--- src/rtl/cmd_pkg.sv ---
// Shared definitions for the command block and its involuntary-transmit
// arbiter: unit indices, unit count, index width, arbiter state encoding and
// a small wrap-around index helper.
package cmd_pkg;

    localparam int NUNITS     = 7;
    localparam int UNITS_BITS = 4;

    // Units that may request unsolicited transmission on the response path.
    localparam int UNIT_ENDSTOP_X = 0;
    localparam int UNIT_ENDSTOP_Y = 1;
    localparam int UNIT_ENDSTOP_Z = 2;
    localparam int UNIT_GPIO_IN   = 3;
    localparam int UNIT_ADC       = 4;
    localparam int UNIT_TRSYNC    = 5;
    localparam int UNIT_STEPPER   = 6;

    typedef enum logic [1:0] {
        ST_ARB   = 2'd0,
        ST_GRANT = 2'd1,
        ST_WAIT  = 2'd2,
        ST_HOLD  = 2'd3
    } arb_state_t;

    // Next index modulo n; n need not be a power of two.
    function automatic int wrap_inc(input int idx, input int n);
        return (idx >= n - 1) ? 0 : idx + 1;
    endfunction

endpackage

--- src/rtl/rr_pick.sv ---
// Combinational rotate-priority encoder.
// Finds the first set bit of req at or after ptr, searching upward and
// wrapping from NUNITS-1 back to 0.
// Ports:
//   req   in  NUNITS      request vector
//   ptr   in  UNITS_BITS  search start index (expected < NUNITS)
//   pick  out UNITS_BITS  chosen index (0 when nothing is requested)
//   valid out 1           at least one request bit is set
module rr_pick #(
    parameter int NUNITS     = cmd_pkg::NUNITS,
    parameter int UNITS_BITS = cmd_pkg::UNITS_BITS
) (
    input  logic [NUNITS-1:0]     req,
    input  logic [UNITS_BITS-1:0] ptr,
    output logic [UNITS_BITS-1:0] pick,
    output logic                  valid
);

    // Walk the rotated order from farthest to nearest so the last hit,
    // i.e. the one closest to ptr, is what remains assigned.
    always_comb begin
        int idx;
        pick  = '0;
        valid = 1'b0;
        idx   = 0;
        for (int i = NUNITS - 1; i >= 0; i--) begin
            idx = (int'(ptr) + i) % NUNITS;
            if (|(req & (NUNITS'(1) << idx))) begin
                pick  = UNITS_BITS'(idx);
                valid = 1'b1;
            end
        end
    end

endmodule

--- src/rtl/invol_arbiter.sv ---
// Round-robin arbiter granting the command response path to units that
// want to send unsolicited messages. One session at a time, only while the
// command path is idle; a session ends on the owner's done pulse or on a
// timeout, followed by a short holdoff so host traffic can take the path.
//
// Handshake: a unit holds invol_req high as a level. A grant is a one-cycle
// invol_grant pulse; from then on the unit owns the path until it pulses its
// unit_done bit. sel_valid/sel_unit tell the command FSM who owns the path.
//
// Ports:
//   clk, rst     clock, asynchronous active-high reset
//   invol_req    per-unit level requests
//   unit_done    per-unit done pulses (only the owner's bit is observed)
//   path_idle    command FSM idle and no host message pending
//   invol_grant  one-hot one-cycle grant pulse
//   sel_unit     owning unit index, valid while sel_valid
//   sel_valid    session active
//   timeout_err  one-cycle pulse when a session is aborted
//   err_unit     unit of the most recent timeout (sticky)
//   arb_state    current FSM state, for observation
module invol_arbiter #(
    parameter int NUNITS     = cmd_pkg::NUNITS,
    parameter int UNITS_BITS = cmd_pkg::UNITS_BITS,
    parameter int TIMEOUT    = 4096,
    parameter int HOLDOFF    = 2
) (
    input  logic                  clk,
    input  logic                  rst,
    input  logic [NUNITS-1:0]     invol_req,
    input  logic [NUNITS-1:0]     unit_done,
    input  logic                  path_idle,
    output logic [NUNITS-1:0]     invol_grant,
    output logic [UNITS_BITS-1:0] sel_unit,
    output logic                  sel_valid,
    output logic                  timeout_err,
    output logic [UNITS_BITS-1:0] err_unit,
    output cmd_pkg::arb_state_t   arb_state
);

    import cmd_pkg::*;

    localparam int TCNT_W    = $clog2(TIMEOUT);
    localparam int HCNT_W    = (HOLDOFF > 1) ? $clog2(HOLDOFF) : 1;
    // The HOLD state itself accounts for one cycle, so load one less.
    localparam int HOLD_LOAD = (HOLDOFF > 0) ? HOLDOFF - 1 : 0;

    arb_state_t              state_q, state_d;
    logic [UNITS_BITS-1:0]   rr_ptr, rr_ptr_d;
    logic [UNITS_BITS-1:0]   sel_unit_d;
    logic                    sel_valid_d;
    logic [NUNITS-1:0]       grant_d;
    logic                    timeout_err_d;
    logic [UNITS_BITS-1:0]   err_unit_d;
    logic [TCNT_W-1:0]       tcnt, tcnt_d;
    logic [HCNT_W-1:0]       hcnt, hcnt_d;

    logic [UNITS_BITS-1:0]   pick;
    logic                    pick_valid;
    logic [NUNITS-1:0]       owner_mask;
    logic                    owner_done;

    rr_pick #(
        .NUNITS     (NUNITS),
        .UNITS_BITS (UNITS_BITS)
    ) u_pick (
        .req   (invol_req),
        .ptr   (rr_ptr),
        .pick  (pick),
        .valid (pick_valid)
    );

    // Mask rather than bit-select so a foreign done can never match.
    assign owner_mask = NUNITS'(1) << sel_unit;
    assign owner_done = |(unit_done & owner_mask);
    assign arb_state  = state_q;

    always_ff @(posedge clk or posedge rst) begin
        if (rst) begin
            state_q     <= ST_ARB;
            rr_ptr      <= '0;
            sel_unit    <= '0;
            sel_valid   <= 1'b0;
            invol_grant <= '0;
            timeout_err <= 1'b0;
            err_unit    <= '0;
            tcnt        <= '0;
            hcnt        <= '0;
        end else begin
            state_q     <= state_d;
            rr_ptr      <= rr_ptr_d;
            sel_unit    <= sel_unit_d;
            sel_valid   <= sel_valid_d;
            invol_grant <= grant_d;
            timeout_err <= timeout_err_d;
            err_unit    <= err_unit_d;
            tcnt        <= tcnt_d;
            hcnt        <= hcnt_d;
        end
    end

    always_comb begin
        state_d       = state_q;
        rr_ptr_d      = rr_ptr;
        sel_unit_d    = sel_unit;
        sel_valid_d   = sel_valid;
        grant_d       = '0;
        timeout_err_d = 1'b0;
        err_unit_d    = err_unit;
        tcnt_d        = tcnt;
        hcnt_d        = hcnt;

        case (state_q)
            ST_ARB: begin
                if (path_idle && pick_valid) begin
                    sel_unit_d  = pick;
                    sel_valid_d = 1'b1;
                    state_d     = ST_GRANT;
                end
            end

            ST_GRANT: begin
                // Registered, so the pulse is visible during the first
                // WAIT cycle, one cycle after sel_valid rose.
                grant_d  = owner_mask;
                tcnt_d   = '0;
                rr_ptr_d = UNITS_BITS'(wrap_inc(int'(sel_unit), NUNITS));
                state_d  = ST_WAIT;
            end

            ST_WAIT: begin
                // Done is checked first so it wins a tie with the timeout.
                if (owner_done) begin
                    sel_valid_d = 1'b0;
                    hcnt_d      = HCNT_W'(HOLD_LOAD);
                    state_d     = (HOLDOFF == 0) ? ST_ARB : ST_HOLD;
                end else if (tcnt == TCNT_W'(TIMEOUT - 1)) begin
                    timeout_err_d = 1'b1;
                    err_unit_d    = sel_unit;
                    sel_valid_d   = 1'b0;
                    hcnt_d        = HCNT_W'(HOLD_LOAD);
                    state_d       = (HOLDOFF == 0) ? ST_ARB : ST_HOLD;
                end else begin
                    tcnt_d = tcnt + TCNT_W'(1);
                end
            end

            ST_HOLD: begin
                if (hcnt == '0) begin
                    state_d = ST_ARB;
                end else begin
                    hcnt_d = hcnt - HCNT_W'(1);
                end
            end

            default: begin
                state_d = ST_ARB;
            end
        endcase
    end

endmodule

--- config.mk ---
export PLATFORM = sky130hd
export DESIGN_NAME = invol_arbiter
export DESIGN_NICKNAME = d
export VERILOG_FILES = /design/src/rtl/cmd_pkg.sv /design/src/rtl/rr_pick.sv /design/src/rtl/invol_arbiter.sv
export SDC_FILE = /design/constraint.sdc
export NUM_CORES = 1
export LEC_CHECK = 0
export CORE_ASPECT_RATIO = 0.9
export CORE_MARGIN = 1.5
export CORE_UTILIZATION = 50
export CTS_CLUSTER_SIZE = 30
export DETAILED_ROUTE_END_ITERATION = 8
export GPL_TIMING_DRIVEN = 0
export HOLD_SLACK_MARGIN = 0.15
export PLACE_DENSITY = 0.69
export SETUP_SLACK_MARGIN = 0.3
export SLEW_MARGIN = 20
export SYNTH_ARGS = -nofsm -noshare
export SYNTH_HDL_FRONTEND = slang
export SYNTH_SLANG_ARGS = --single-unit
export TNS_END_PERCENT = 5
--- constraint.sdc ---
create_clock -name clk -period 6.8 [get_ports clk]
set_input_delay 1.02 -clock clk [delete_from_list [all_inputs] [get_ports clk]]
set_output_delay 1.02 -clock clk [all_outputs]
set_load 0.01 [all_outputs]
[Word-level counts from Yosys, hierarchy flattened]
Cells that the tools add are included.
Storage, ports and cells
  register bits: 36
  input port bits: 17
  output and inout port bits: 19
Operators by class
  add/subtract/negate cells: 9
  div/mod/pow operators: 7
  order comparisons: 1
  equality and inequality tests: 9
  shift operators: 8
  muxes and demuxes: 35
  bitwise logic cells: 9
  reductions and logical operators: 19
Operators with widths (count)
  1-bit by 32-bit left shift with 7-bit output, first input constant: 7
  32-bit by 4-bit remainder unit with 32-bit output, second input constant: 6
  7-bit AND: 8
  7-bit OR reduction: 8
  5-bit by 4-bit remainder unit with 32-bit output, second input constant: 1
  4-bit two-way mux: 8
  12-bit two-way mux: 2
  12-bit case mux with 2 select lines: 1
  1-bit two-way mux: 16
  4-bit by 3-bit adder with 5-bit output, second input constant: 3
  12-bit by 1-bit adder with 12-bit output, second input constant: 1
  12-bit equality test, second input constant: 1
  3-bit AND reduction: 4
  4-bit by 2-bit adder with 5-bit output, second input constant: 2
  2-bit two-way mux: 4
  2-bit != test, second input constant: 4
  2-bit case mux with 4 select lines: 1
  7-bit two-way mux: 1
  1-bit by 4-bit left shift with 7-bit output, first input constant: 1
  2-bit nonzero test: 3
  4-bit by 1-bit adder with 5-bit output, second input constant: 1
  4-bit by 1-bit adder with 4-bit output, second input constant: 1
  2-bit equality test, second input constant: 2
  4-bit by 3-bit >= comparator with 1-bit output, second input constant: 1
  other kinds (8): 10

[Longest topological paths before layout]
  depth after elaboration: 15
  gate-level depth with buffers: 26
  mapped depth without buffers: 24

[Cells and area by module]
Synthesis repeated with hierarchy kept, for this count alone.
Second synthesis, totals
  cell total of the unflattened synthesis: 709
  area total of the unflattened synthesis: 5681.7 um^2
Modules (own cells, without submodules)
  rr_pick: instances 1, cells each 523, area an instance 3781.1 um^2, seq. area each 0.0 um^2
  invol_arbiter: instances 1, cells each 186, area an instance 1900.6 um^2, seq. area each 900.9 um^2

[Worst setup path before layout]
Ideal clock, no wire load.
  path type: flip-flop to flip-flop
  start: register rr_ptr[0]
  end: register sel_unit[0]
  arrival: 6.010 ns
  setup slack: 0.687 ns
  stages on the path, launching flop included: 25
  period minus slack after synthesis: 6.113 ns
  path through: dfrtp_1 buf_4 inv_2 clkbuf_1 clkbuf_1 ha_1 xnor2_1 ha_1 buf_2 a21oi_1 xnor2_1 ha_1 a21boi_0 o2111ai_1 o211a_1 xnor2_1 inv_1 ha_1 or3_1 o21a_1 or4_1 a21oi_1 o21ai_1 a311o_1 o41ai_2
On the way
  cells in the longest elaborated chain, start to end: 14
RTL lines
  from (decl): RTL line invol_arbiter.sv:48  | logic [UNITS_BITS-1:0] rr_ptr, rr_ptr_d;
  from (signal assigned): RTL line invol_arbiter.sv:90  | rr_ptr <= rr_ptr_d;
  4-bit by 3-bit adder with 5-bit output: RTL line rr_pick.sv:27  | idx = (int'(ptr) + i) % NUNITS;
  32-bit by 4-bit remainder unit with 32-bit output: RTL line rr_pick.sv:27
  1-bit by 32-bit left shift with 7-bit output: RTL line rr_pick.sv:28  | if (|(req & (NUNITS'(1) << idx))) begin
  7-bit AND: RTL line rr_pick.sv:28
  7-bit OR reduction: RTL line rr_pick.sv:28
  1-bit two-way mux (7 in a row): RTL line rr_pick.sv:28
  1-bit logical AND: RTL line invol_arbiter.sv:114  | if (path_idle && pick_valid) begin
  2-bit AND reduction (no source line)
  to (signal assigned): RTL line invol_arbiter.sv:91  | sel_unit <= sel_unit_d;
  to (decl): RTL line invol_arbiter.sv:33  | output logic [UNITS_BITS-1:0] sel_unit,
Parallel ways exist; a longest one is shown, timed or not.
A chain may end at the register's enable or synchronous reset.

[Final worst setup path]
  start: register rr_ptr[2]
  end: register state_q[1], in the netlist arb_state[1]
On the way
  cells in the longest elaborated chain, start to end: 15
RTL lines
  4-bit by 3-bit adder with 5-bit output: RTL line rr_pick.sv:27
  32-bit by 4-bit remainder unit with 32-bit output: RTL line rr_pick.sv:27
  1-bit by 32-bit left shift with 7-bit output: RTL line rr_pick.sv:28
  7-bit AND: RTL line rr_pick.sv:28
  7-bit OR reduction: RTL line rr_pick.sv:28
  1-bit two-way mux (6 in a row): RTL line rr_pick.sv:28
  1-bit two-way mux (*): RTL line rr_pick.sv:28
  1-bit logical AND (*): RTL line invol_arbiter.sv:114
  2-bit != test (no source line) (*)
  3-bit AND reduction (no source line) (*)
  to (signal assigned): RTL line invol_arbiter.sv:89  | state_q <= state_d;
  to (decl): RTL line invol_arbiter.sv:47  | arb_state_t state_q, state_d;
Mark *: on every way between the ends. The rest lies on a longest branch, timed or not.

==> impl_results.html <==
<table>
<tr><th>Metric</th><th>Value</th></tr>
<tr><th colspan="2">Outcome</th></tr>
<tr><td>Status</td><td>finished, final reports clean</td></tr>
<tr><th colspan="2">Yosys</th></tr>
<tr><td>Most frequent cell after synthesis</td><td>sky130_fd_sc_hd__nand2_1</td></tr>
<tr><td>Synth Flop Type</td><td>sky130_fd_sc_hd__dfrtp_1</td></tr>
<tr><td>Proportion of synthesized area in mux cells</td><td>0.0869</td></tr>
<tr><td>Cells taking the most area after synthesis</td><td>sky130_fd_sc_hd__dfrtp_1 (15%), sky130_fd_sc_hd__ha_1 (8.7%), sky130_fd_sc_hd__mux2i_1 (6.1%), sky130_fd_sc_hd__nand2_1 (4.1%), sky130_fd_sc_hd__nor2_1 (4.0%)</td></tr>
<tr><td>Synthesized-area fraction occupied by xor and xnor cells</td><td>0.0501</td></tr>
<tr><td>Largest family of logic cells by synthesized area</td><td>compound AO/OA/AOI/OAI gates</td></tr>
<tr><td>Number of synthesized flops with an enable pin</td><td>0</td></tr>
<tr><td>Net count of the mapped netlist</td><td>~850</td></tr>
<tr><td>Biggest area consumer among synthesized cells</td><td>sky130_fd_sc_hd__dfrtp_1</td></tr>
<tr><td>Fraction of the mapped netlist area in compound gates</td><td>0.345</td></tr>
<tr><td>Post-synthesis cell area</td><td>just over 0.006 sq mm</td></tr>
<tr><td>Share of the synthesized area in the top cell type</td><td>0.148</td></tr>
<tr><td>Synth Area per Inst</td><td>7.67 sq um</td></tr>
<tr><td>Synthesis warning total</td><td>0</td></tr>
<tr><td>Post-synthesis adder-cell area fraction</td><td>0.0898</td></tr>
<tr><td>Distinct cells, synth</td><td>95</td></tr>
<tr><td>Fraction of the yosys area taken by sequential cells</td><td>0.148</td></tr>
<tr><td>Post-synthesis sequential element count</td><td>36</td></tr>
<tr><td>Simple-gate portion of the synthesized area</td><td>0.219</td></tr>
<tr><td>Number of standard cells after synthesis</td><td>792</td></tr>
<tr><td>Top cells by instance count after synthesis</td><td>sky130_fd_sc_hd__nand2_1 (66), sky130_fd_sc_hd__nor2_1 (64), sky130_fd_sc_hd__a21oi_1 (47)</td></tr>
<tr><td>Async set or reset register ratio after synthesis</td><td>1.00</td></tr>
<tr><th colspan="2">Global route</th></tr>
<tr><td>Pin count of the biggest net entering global routing</td><td>37</td></tr>
<tr><td>Global route total overflow</td><td>0</td></tr>
<tr><td>Antenna violations before repair</td><td>0</td></tr>
<tr><td>Overall routing resource usage</td><td>0.307</td></tr>
<tr><td>Vias in the first global route</td><td>between 6000 and 7000</td></tr>
<tr><td>Wire length of the first global-routing pass</td><td>31.5 mm</td></tr>
<tr><th colspan="2">Routing</th></tr>
<tr><td>DR pass1 iterations</td><td>5</td></tr>
<tr><td>Antenna violation net count after detailed routing</td><td>0</td></tr>
<tr><td>Via count</td><td>6618</td></tr>
<tr><td>Iter 0 DRT Violations</td><td>572</td></tr>
<tr><td>Drt drc</td><td>0</td></tr>
<tr><td>Aggregate routed wire length</td><td>19.8 mm</td></tr>
<tr><td>Routed wirelength normalized by instance count</td><td>19.8 microns</td></tr>
<tr><td>Number of vias per cell</td><td>6.64</td></tr>
<tr><th colspan="2">Place</th></tr>
<tr><td>Routability-driven placement congestion ratio</td><td>between 0.9 and 1</td></tr>
<tr><td>DP Area</td><td>0.00660 sq mm</td></tr>
<tr><td>Sum of net half-perimeters after detailed placement</td><td>roughly 15 mm</td></tr>
<tr><td>Number of placed instances, taps included</td><td>981</td></tr>
<tr><td>Post-placement setup slack</td><td>-0.884 ns</td></tr>
<tr><td>Count of input and output buffers</td><td>33</td></tr>
<tr><th colspan="2">Clock tree</th></tr>
<tr><td>Post-CTS Hold Fix Bufs</td><td>0</td></tr>
<tr><td>Clock-pin slew reported for the worst setup and hold paths after clock tree synthesis</td><td>0.05 ns</td></tr>
<tr><td>TritonCTS Buffers</td><td>5</td></tr>
<tr><td>CTS tree</td><td>yes</td></tr>
<tr><td>Buffer cell driving the clock tree root</td><td>sky130_fd_sc_hd__clkbuf_16</td></tr>
<tr><td>Clock tree buffer depth</td><td>2</td></tr>
<tr><td># H-tree levels</td><td>2</td></tr>
<tr><td>Clock net sink count</td><td>36</td></tr>
<tr><td>Latest clock arrival within the worst-skew pair</td><td>0.28 ns</td></tr>
<tr><th colspan="2">Floorplanning</th></tr>
<tr><td>Die H</td><td>108 microns</td></tr>
<tr><td>Core box area</td><td>0.0116 sq mm</td></tr>
<tr><td>Die X</td><td>119 microns</td></tr>
<tr><td>Total Die Area</td><td>0.0128 sq mm</td></tr>
<tr><td>Initial Utilization</td><td>0.523</td></tr>
<tr><td>I/O pin count</td><td>36</td></tr>
<tr><td>Floorplan row count</td><td>37</td></tr>
<tr><th colspan="2">Finish</th></tr>
<tr><td>Design area</td><td>0.00695 sq mm</td></tr>
<tr><td>Fraction of final layout cells sized beyond drive strength 1</td><td>0.127</td></tr>
<tr><td>Number of standard cells in the final layout excluding fillers</td><td>997</td></tr>
<tr><td>Utilization after layout</td><td>0.598</td></tr>
<tr><td>Area growth, synth to finish</td><td>14.4%</td></tr>
<tr><td>Diode insertion count for antenna repair</td><td>0</td></tr>
<tr><td>Final net count</td><td>901</td></tr>
<tr><th colspan="2">STA</th></tr>
<tr><td>Setup repair after global routing missed its margin</td><td>yes</td></tr>
<tr><td>Fin. max-slew vios</td><td>0</td></tr>
<tr><td>Highest achievable clock rate</td><td>0.161 GHz</td></tr>
<tr><td>Total count of hold-check failures in the final report</td><td>0</td></tr>
<tr><td>Final Critical Period</td><td>6.21 ns</td></tr>
<tr><td>Layout Skew</td><td>between 0.003 and 0.004 ns</td></tr>
<tr><td>Worst max-slew margin expressed relative to the limit</td><td>0.312</td></tr>
<tr><td>Pin slew with the least headroom to its limit</td><td>1.01 ns</td></tr>
<tr><td>Post-layout worst setup margin</td><td>about 0.59 ns</td></tr>
<tr><td>Final-report setup violation count</td><td>0</td></tr>
<tr><td>Portion of the clock cycle consumed by the worst path in the final layout</td><td>0.913</td></tr>
<tr><th colspan="2">Min path</th></tr>
<tr><td>Hold crit path type</td><td>flop to flop</td></tr>
<tr><th colspan="2">Worst setup path</th></tr>
<tr><td>WS Path Type</td><td>flop to flop</td></tr>
<tr><td>Critical path capture point type</td><td>flop</td></tr>
<tr><td>Worst-path maximum fanout</td><td>15</td></tr>
<tr><td>Worst Setup Start Kind</td><td>flop</td></tr>
<tr><td>Worst path required time</td><td>roughly 7.0 ns</td></tr>
<tr><td>Worst Path Arrival</td><td>~6.4 ns</td></tr>
<tr><th colspan="2">Job</th></tr>
<tr><td># Max-Cap Violations</td><td>0</td></tr>
</table>
[worst paths after layout]
kind,startpoint,endpoint,slack [ns],depth (start not counted)
max in group asynchronous,rst,rr_ptr[0],5.08,2
min in group asynchronous,rst,invol_grant[6],1.20,2
max reg2reg,rr_ptr[2],arb_state[1],0.59,27
max,rr_ptr[2],arb_state[1],0.59,27
min,err_unit[2],err_unit[2],0.47,2
min reg2reg,err_unit[2],err_unit[2],0.47,2
[what timing repair did]
action / in CTS / in global routing
endpoints found under the setup margin: 7 / 7
hold endpoints to repair: 0 / 0
pin swaps: 1 / 5
gates resized for setup: 20 / 17
buffers inserted: 2 / 7
[worst max-delay path, stage by stage (launching register included)]
cell and delay [ns]:
sky130_fd_sc_hd__dfrtp_1 0.53, sky130_fd_sc_hd__buf_4 0.28, sky130_fd_sc_hd__inv_6 0.12, sky130_fd_sc_hd__ha_2 0.25, sky130_fd_sc_hd__a21oi_1 0.25, sky130_fd_sc_hd__xnor2_2 0.14, sky130_fd_sc_hd__inv_1 0.14, sky130_fd_sc_hd__ha_1 0.18
sky130_fd_sc_hd__buf_4 0.18, sky130_fd_sc_hd__o21ai_0 0.10, sky130_fd_sc_hd__a22oi_1 0.28, sky130_fd_sc_hd__xnor2_2 0.18, sky130_fd_sc_hd__ha_2 0.28, sky130_fd_sc_hd__nand2_1 0.10, sky130_fd_sc_hd__o22ai_2 0.29, sky130_fd_sc_hd__nor4_2 0.10
sky130_fd_sc_hd__nor2_2 0.30, sky130_fd_sc_hd__ha_2 0.30, sky130_fd_sc_hd__o31a_1 0.16, sky130_fd_sc_hd__and2_4 0.18, sky130_fd_sc_hd__nor3_4 0.05, sky130_fd_sc_hd__buf_4 0.20, sky130_fd_sc_hd__a311oi_1 0.33, sky130_fd_sc_hd__and3_1 0.23
sky130_fd_sc_hd__o32a_1 0.21, sky130_fd_sc_hd__a31oi_1 0.14, sky130_fd_sc_hd__o21ai_1 0.22, sky130_fd_sc_hd__mux2_2 0.37
[cell usage in the layout, fill, tap and decap left out, types with 20 or more instances in the layout]
cell type / n
sky130_fd_sc_hd__mux2i_1: 36
sky130_fd_sc_hd__xnor2_1: 20
sky130_fd_sc_hd__ha_1: 36
sky130_fd_sc_hd__a21oi_1: 45
sky130_fd_sc_hd__nand3_1: 30
sky130_fd_sc_hd__clkbuf_1: 22
sky130_fd_sc_hd__o21ai_0: 46
sky130_fd_sc_hd__inv_1: 38
sky130_fd_sc_hd__dfrtp_1: 34
sky130_fd_sc_hd__nor2_1: 63
sky130_fd_sc_hd__clkdlybuf4s50_1: 33
sky130_fd_sc_hd__nand2_1: 66
[metal layers]
metal  up-vias  track usage  wire (microns)
met1      3127        0.408            8930
met3        49       0.0726            1620
met4         0       0.0981             545
met2       336        0.493            8690
met5         -            0               0
li1       3106            -               -
[cell type report]
type                    instances  area, sq um
multi-input cells             670         4920
inverters                      43          174
fillers                      1065         4670
well taps                     156          195
plain buffers                  43          224
clock buffers                   6          129
flip-flops and latches         36          903
clock inverters                 1         5.00
repair buffers                 42          398
[stage by stage]
step           hold slack, ns  setup TNS (ns)
6_report                0.473               0
5_1_grt                 0.529               0
4_1_cts                 0.483               0
3_5_place_dp            0.471           -5.48
3_3_place_gp            0.468           -4.01
2_1_floorplan           0.486               0
[kinds of logic (layout without fill, tap and decap cells)]
logic type,count (synthesis),count (layout)
compound gates,279,279
fa+ha+maj,43,43
xor+xnor,33,33
flops,36,36
buf+inv,86,135
mux,50,50
simple gates,265,265
[state kept, by name, summed over array words and instances (netlist names)]
name         flops
arb_state        2
tcnt            12
err_unit         4
timeout_err      1
sel_valid        1
hcnt             1
sel_unit         4
rr_ptr           4
invol_grant      7
Power is not shown: default switching activity piles up to over one toggle a cycle in this logic, so the estimate is an artifact.
